==> config.mk <==
export PLATFORM = sky130hd
export DESIGN_NAME = ecc_fifo_ctrl
export DESIGN_NICKNAME = d
export VERILOG_FILES = /design/src/rtl/ecc_fifo_ctrl.sv
export SDC_FILE = /design/constraint.sdc
export NUM_CORES = 1
export LEC_CHECK = 0
export BUFFER_PORTS_ARGS = -buffer_cell sky130_fd_sc_hd__buf_4
export CAP_MARGIN = 20
export CELL_PAD_IN_SITES_DETAIL_PLACEMENT = 0
export CELL_PAD_IN_SITES_GLOBAL_PLACEMENT = 2
export CORE_ASPECT_RATIO = 0.7
export CORE_UTILIZATION = 32
export DETAILED_ROUTE_END_ITERATION = 7
export GPL_TIMING_DRIVEN = 1
export MAX_ROUTING_LAYER = met4
export PLACE_DENSITY_LB_ADDON = 0.08
export SLEW_MARGIN = 20
export SYNTH_ARGS = -nofsm -noshare
export SYNTH_HDL_FRONTEND = slang
export SYNTH_SLANG_ARGS = --single-unit
==> constraint.sdc <==
create_clock -name clk -period 5.3 [get_ports clk]
set_input_delay 0.53 -clock clk [delete_from_list [all_inputs] [get_ports clk]]
set_output_delay 0.53 -clock clk [all_outputs]
set_load 0.1 [all_outputs]
==> src/rtl/ecc_fifo_ctrl.sv <==
// ecc_fifo_ctrl
//   Pointer and flag controller for the 39-bit x 16-entry ECC FIFO storage
//   array. It never touches data bits. It only produces the array's write and
//   read enables and addresses, tracks occupancy, and generates the flags and a
//   read-valid strobe aligned to the array's registered read data.
//
//   Optional feature macro: ECC_FIFO_ERR_FLAGS_EN
//     defined   -> sticky overflow/underflow flags, cleared by err_clr
//     undefined -> overflow/underflow tied low, err_clr ignored
//
// Ports
//   clk           system clock (rising edge)
//   rst_n         asynchronous active-low reset
//   push, pop     write / read requests
//   push_ok       push accepted this cycle (combinational)
//   pop_ok        pop accepted this cycle (combinational)
//   mem_wr_en     array write enable
//   mem_wr_addr   array write address (current write pointer)
//   mem_rd_en     array read enable
//   mem_rd_addr   array read address (current read pointer)
//   rd_valid      array read word is valid this cycle (registered)
//   full, empty, almost_full, almost_empty   occupancy flags
//   count         occupancy 0..2**ADDR_W
//   overflow      sticky: push was rejected
//   underflow     sticky: pop was issued while empty
//   err_clr       clears overflow/underflow
module ecc_fifo_ctrl #(
   parameter int ADDR_W    = 4,
   parameter int AF_THRESH = 14,
   parameter int AE_THRESH = 2
) (
   input  logic              clk,
   input  logic              rst_n,
   input  logic              push,
   input  logic              pop,
   output logic              push_ok,
   output logic              pop_ok,
   output logic              mem_wr_en,
   output logic [ADDR_W-1:0] mem_wr_addr,
   output logic              mem_rd_en,
   output logic [ADDR_W-1:0] mem_rd_addr,
   output logic              rd_valid,
   output logic              full,
   output logic              empty,
   output logic              almost_full,
   output logic              almost_empty,
   output logic [ADDR_W:0]   count,
   output logic              overflow,
   output logic              underflow,
   input  logic              err_clr
);

   localparam logic [ADDR_W:0] DEPTH_C = (ADDR_W+1)'(2**ADDR_W);
   localparam logic [ADDR_W:0] AF_C    = (ADDR_W+1)'(AF_THRESH);
   localparam logic [ADDR_W:0] AE_C    = (ADDR_W+1)'(AE_THRESH);

   logic [ADDR_W-1:0] wr_ptr_q, wr_ptr_d;
   logic [ADDR_W-1:0] rd_ptr_q, rd_ptr_d;
   logic [ADDR_W:0]   count_q, count_d;
   logic              rd_valid_q, rd_valid_d;

   // Flags come straight from the registered count, with no added latency.
   assign empty        = (count_q == '0);
   assign full         = (count_q == DEPTH_C);
   assign almost_full  = (count_q >= AF_C);
   assign almost_empty = (count_q <= AE_C);
   assign count        = count_q;

   // Empty is evaluated before this cycle's push, so there is no fall-through.
   // When full, a push is accepted only alongside an accepted pop. The array
   // then reads the old word at the shared address before overwriting it.
   assign pop_ok  = pop & ~empty;
   assign push_ok = push & (~full | pop_ok);

   assign mem_wr_en   = push_ok;
   assign mem_wr_addr = wr_ptr_q;
   assign mem_rd_en   = pop_ok;
   assign mem_rd_addr = rd_ptr_q;
   assign rd_valid    = rd_valid_q;

   always_comb begin
      wr_ptr_d   = wr_ptr_q;
      rd_ptr_d   = rd_ptr_q;
      count_d    = count_q;
      rd_valid_d = pop_ok;
      if (push_ok) wr_ptr_d = wr_ptr_q + 1'b1;
      if (pop_ok)  rd_ptr_d = rd_ptr_q + 1'b1;
      case ({push_ok, pop_ok})
         2'b10:   count_d = count_q + 1'b1;
         2'b01:   count_d = count_q - 1'b1;
         default: count_d = count_q;
      endcase
   end

   always_ff @(posedge clk or negedge rst_n) begin
      if (!rst_n) begin
         wr_ptr_q   <= '0;
         rd_ptr_q   <= '0;
         count_q    <= '0;
         rd_valid_q <= 1'b0;
      end else begin
         wr_ptr_q   <= wr_ptr_d;
         rd_ptr_q   <= rd_ptr_d;
         count_q    <= count_d;
         rd_valid_q <= rd_valid_d;
      end
   end

`ifdef ECC_FIFO_ERR_FLAGS_EN
   logic overflow_q, overflow_d;
   logic underflow_q, underflow_d;

   // A set event takes priority over a coincident clear.
   always_comb begin
      overflow_d  = overflow_q;
      underflow_d = underflow_q;
      if (push & ~push_ok) overflow_d = 1'b1;
      else if (err_clr)    overflow_d = 1'b0;
      if (pop & empty)     underflow_d = 1'b1;
      else if (err_clr)    underflow_d = 1'b0;
   end

   always_ff @(posedge clk or negedge rst_n) begin
      if (!rst_n) begin
         overflow_q  <= 1'b0;
         underflow_q <= 1'b0;
      end else begin
         overflow_q  <= overflow_d;
         underflow_q <= underflow_d;
      end
   end

   assign overflow  = overflow_q;
   assign underflow = underflow_q;
`else
   logic unused_err_clr;
   assign unused_err_clr = err_clr;
   assign overflow       = 1'b0;
   assign underflow      = 1'b0;
`endif

endmodule

==> impl_metrics.toml <==
[floorplanning]
num_rows = 15
ioPinCount = 29
die_y_um = 47.2
fp.dieW_um = 66.5
dieArea_um2 = 3140
initial_utilization_pct = 35.7
fp.coreArea_um2 = 2610

[flow_run]
cap_violations = 0

[yosys]
yosys.area_share.simple_pct = 16.0
ys_seq_area_share_pct = 37.6
synth-main-ff-cell = "dfrtp_1"
synth_adder_area_share_pct = 8.86
syn_inst = 95
muxShareOfSynthArea_pct = 4.97
synth_compound_area_share_pct = 18.9
synth_xor_area_share_pct = 7.52
yosysMostFrequentCell = "dfrtp_1"
yosysWarnings = 0
syn_avg_cell_area_um2 = 9.81
synthTopCellsByArea = "dfrtp_1 (38%), ha_1 (6.7%), xnor2_1 (4.7%), a21o_1 (3.2%), buf_4 (3.2%)"
synth_top_family_by_area = "compound AO/OA/AOI/OAI gates"
ys_top_cells_by_count = "dfrtp_1 (14), nand2_1 (6), ha_1 (5), o21ai_0 (5), xnor2_1 (5)"
synth.distinct_cells = 38
yosys_register_bits = 14
netlist_area_um2 = 932
synthArstFlopShare_pct = 100
synth_top_area_cell = "dfrtp_1"
synth_edf_count = 0
synth_top_area_share_pct = 37.6

[cts]
clockRootBuffer = "clkbuf_8"
cts_resized = 0
cts_tree = "built"
cts_setup_buffers = 0
cts_made_buffers = 3
clock_latency_ns = 0.24
cts_hold_buffers = 0
ctsHtreeMaxLevel = 1
clock_sinks = 14
clockBufferDepth = 2
path_clk_slew_ns = 0.06

[layout]
seqCellArea_um2 = 350
multiInputGateArea_um2 = 533
nets = 129
drive_gt1_share_pct = 28.4
n_antenna_cell = 0
final_cells = 150
num-fill-cells = 258
area_delta_synth_final_pct = 24.7

[setup_path]
crit_type = "register to register"
critPathCaptureType = "register"
startpoint_type = "register"
ff2ff_path_depth = 7
r2r_end = "count[3]"
cpPeakStageDelay_ns = 0.68
crit_chain = "nor4_2 -> a21oi_1 -> ha_1 -> and3_2 -> or3_1 -> a32oi_1 -> nand3_1"
required_ns = 5.42
r2r_setup_slack_ns = 2.35
reg2reg_from = "count[1]"
crit_fanout = 10
cpMaxStageDelayCell = "nor4_2"
crit_arrival_ns = 3.07

[timing]
setup_violations = 0
worst_pin_slew_ns = 0.702
fmax_mhz = 339
fin_crit_ns = 2.95
finalHoldViolCount = 0
slew_viol_final = 0
setup_ws_ns = 2.35
rsz0062_at_grt = "no"
fin_setup_tns_ns = 0
slew_headroom_pct = 52.8
finClkSkew_ns = 0.00324
period_share_pct = 55.7

[placed_design]
dp_hpwl_um = 1460
post-place-ws_ns = 2.35
io_buffers = 25
place_congestion = 0.734
dpl.cell_count = 147

[global_route]
grt_util_all_layers_pct = 14.2
grt_pass1_wl_um = 3070
grt_overflow_total = 0
grt_max_degree = 19
antenna_found_initial = 0
grt_pass1_vias = 647

[drt]
drtIter0Drc = 52
wirelength_um = 1960
wl_per_cell_um = 13.1
viasPerCell = 5.09
vias = 764
drc_errors = 0
ant_nets = 0
drt_pass1_iterations = 4

[status]
status = "finished, final reports clean"

[hold_path]
hp-class = "input pin to asynchronous set/reset pin"
==> placed cells by master, fill, tap and decap left out, drive strengths merged <==
master,synthesis,routed
buf,5,25
dfrtp,14,14
nand2,6,6
xnor2,5,5
o21ai,5,5
ha,5,5
nand3,4,4
a21o,4,4
nor2,3,3
a21oi,3,3
xor2,3,3
clkbuf,3,3
inv,2,2
nand2b,2,2
or3,2,2
o211ai,2,2
nand4,2,2
mux2i,2,2
a22oi,2,2
nor2b,2,2
a31oi,2,2
o22ai,2,2
conb,1,2
mux2,2,2
and3,2,2
nor4,1,1
a21boi,1,1
or4,1,1
o31a,1,1
a2111oi,1,1
a32oi,1,1
a211o,1,1
and2,1,1
nor3,1,1
fa,1,1
==> final cells by class <==
cell class,count,share of cell area (%)
Inverter,2,0.646
Clock buffer,3,3.55
Tap cell,34,3.66
Sequential cell,14,30.1
Multi-Input combinational cell,72,45.9
Timing Repair Buffer,25,16.1
==> worst max path at each step <==
| stage | startpoint | cells past startpoint | endpoint |
|---|---|---|---|
| 2_1_floorplan | count[1] | 1 | almost_empty |
| 5_1_grt | count[1] | 7 | count[3] |
| 6_report | count[1] | 7 | count[3] |
| 3_3_place_gp | count[1] | 7 | count[3] |
| 3_5_place_dp | count[1] | 7 | count[3] |
| 4_1_cts | count[1] | 7 | count[3] |
==> logic make-up (layout without fill, tap and decap cells) <==
group,count (synthesis),in the layout
adder cells (fa/ha/maj),6,6
other,1,2
AO/OA/AOI/OAI,25,25
multiplexers,4,4
flip-flops,14,14
AND/OR/NAND/NOR,27,27
buffers and inverters,10,30
XOR/XNOR,8,8
==> sequential cells by signal (all words and copies together) (netlist names) <==
name         flops
mem_wr_addr      4
count            5
mem_rd_addr      4
rd_valid         1
==> stage by stage <==
step,util [%],instance area [um^2],hold WS (ns)
detailed placement,43.0,1120,0.395
floorplan,-,937,0.234
global placement,43.0,1120,0.390
CTS,44.6,1160,0.130
global route,44.6,1160,0.130
finish,44.6,1160,0.127
==> metal layers <==
| metal | routed length [um] | global-route usage (%) |
|---|---|---|
| met3 | 114 | 5.83 |
| met2 | 804 | 20.0 |
| met5 | 0 | - |
| met1 | 1040 | 19.1 |
| met4 | 7 | 2.55 |
==> critical path, delay by kind of cell (launching register included) <==
| kind | cells | cell delay (ns) |
|---|---|---|
| flip-flops | 1 | 0.50 |
| AO/OA/AOI/OAI | 2 | 0.55 |
| AND/OR/NAND/NOR | 4 | 1.36 |
| adder cells (fa/ha/maj) | 1 | 0.41 |
Power is not shown: default switching activity piles up to over one toggle a cycle in this logic, so the estimate is an artifact.
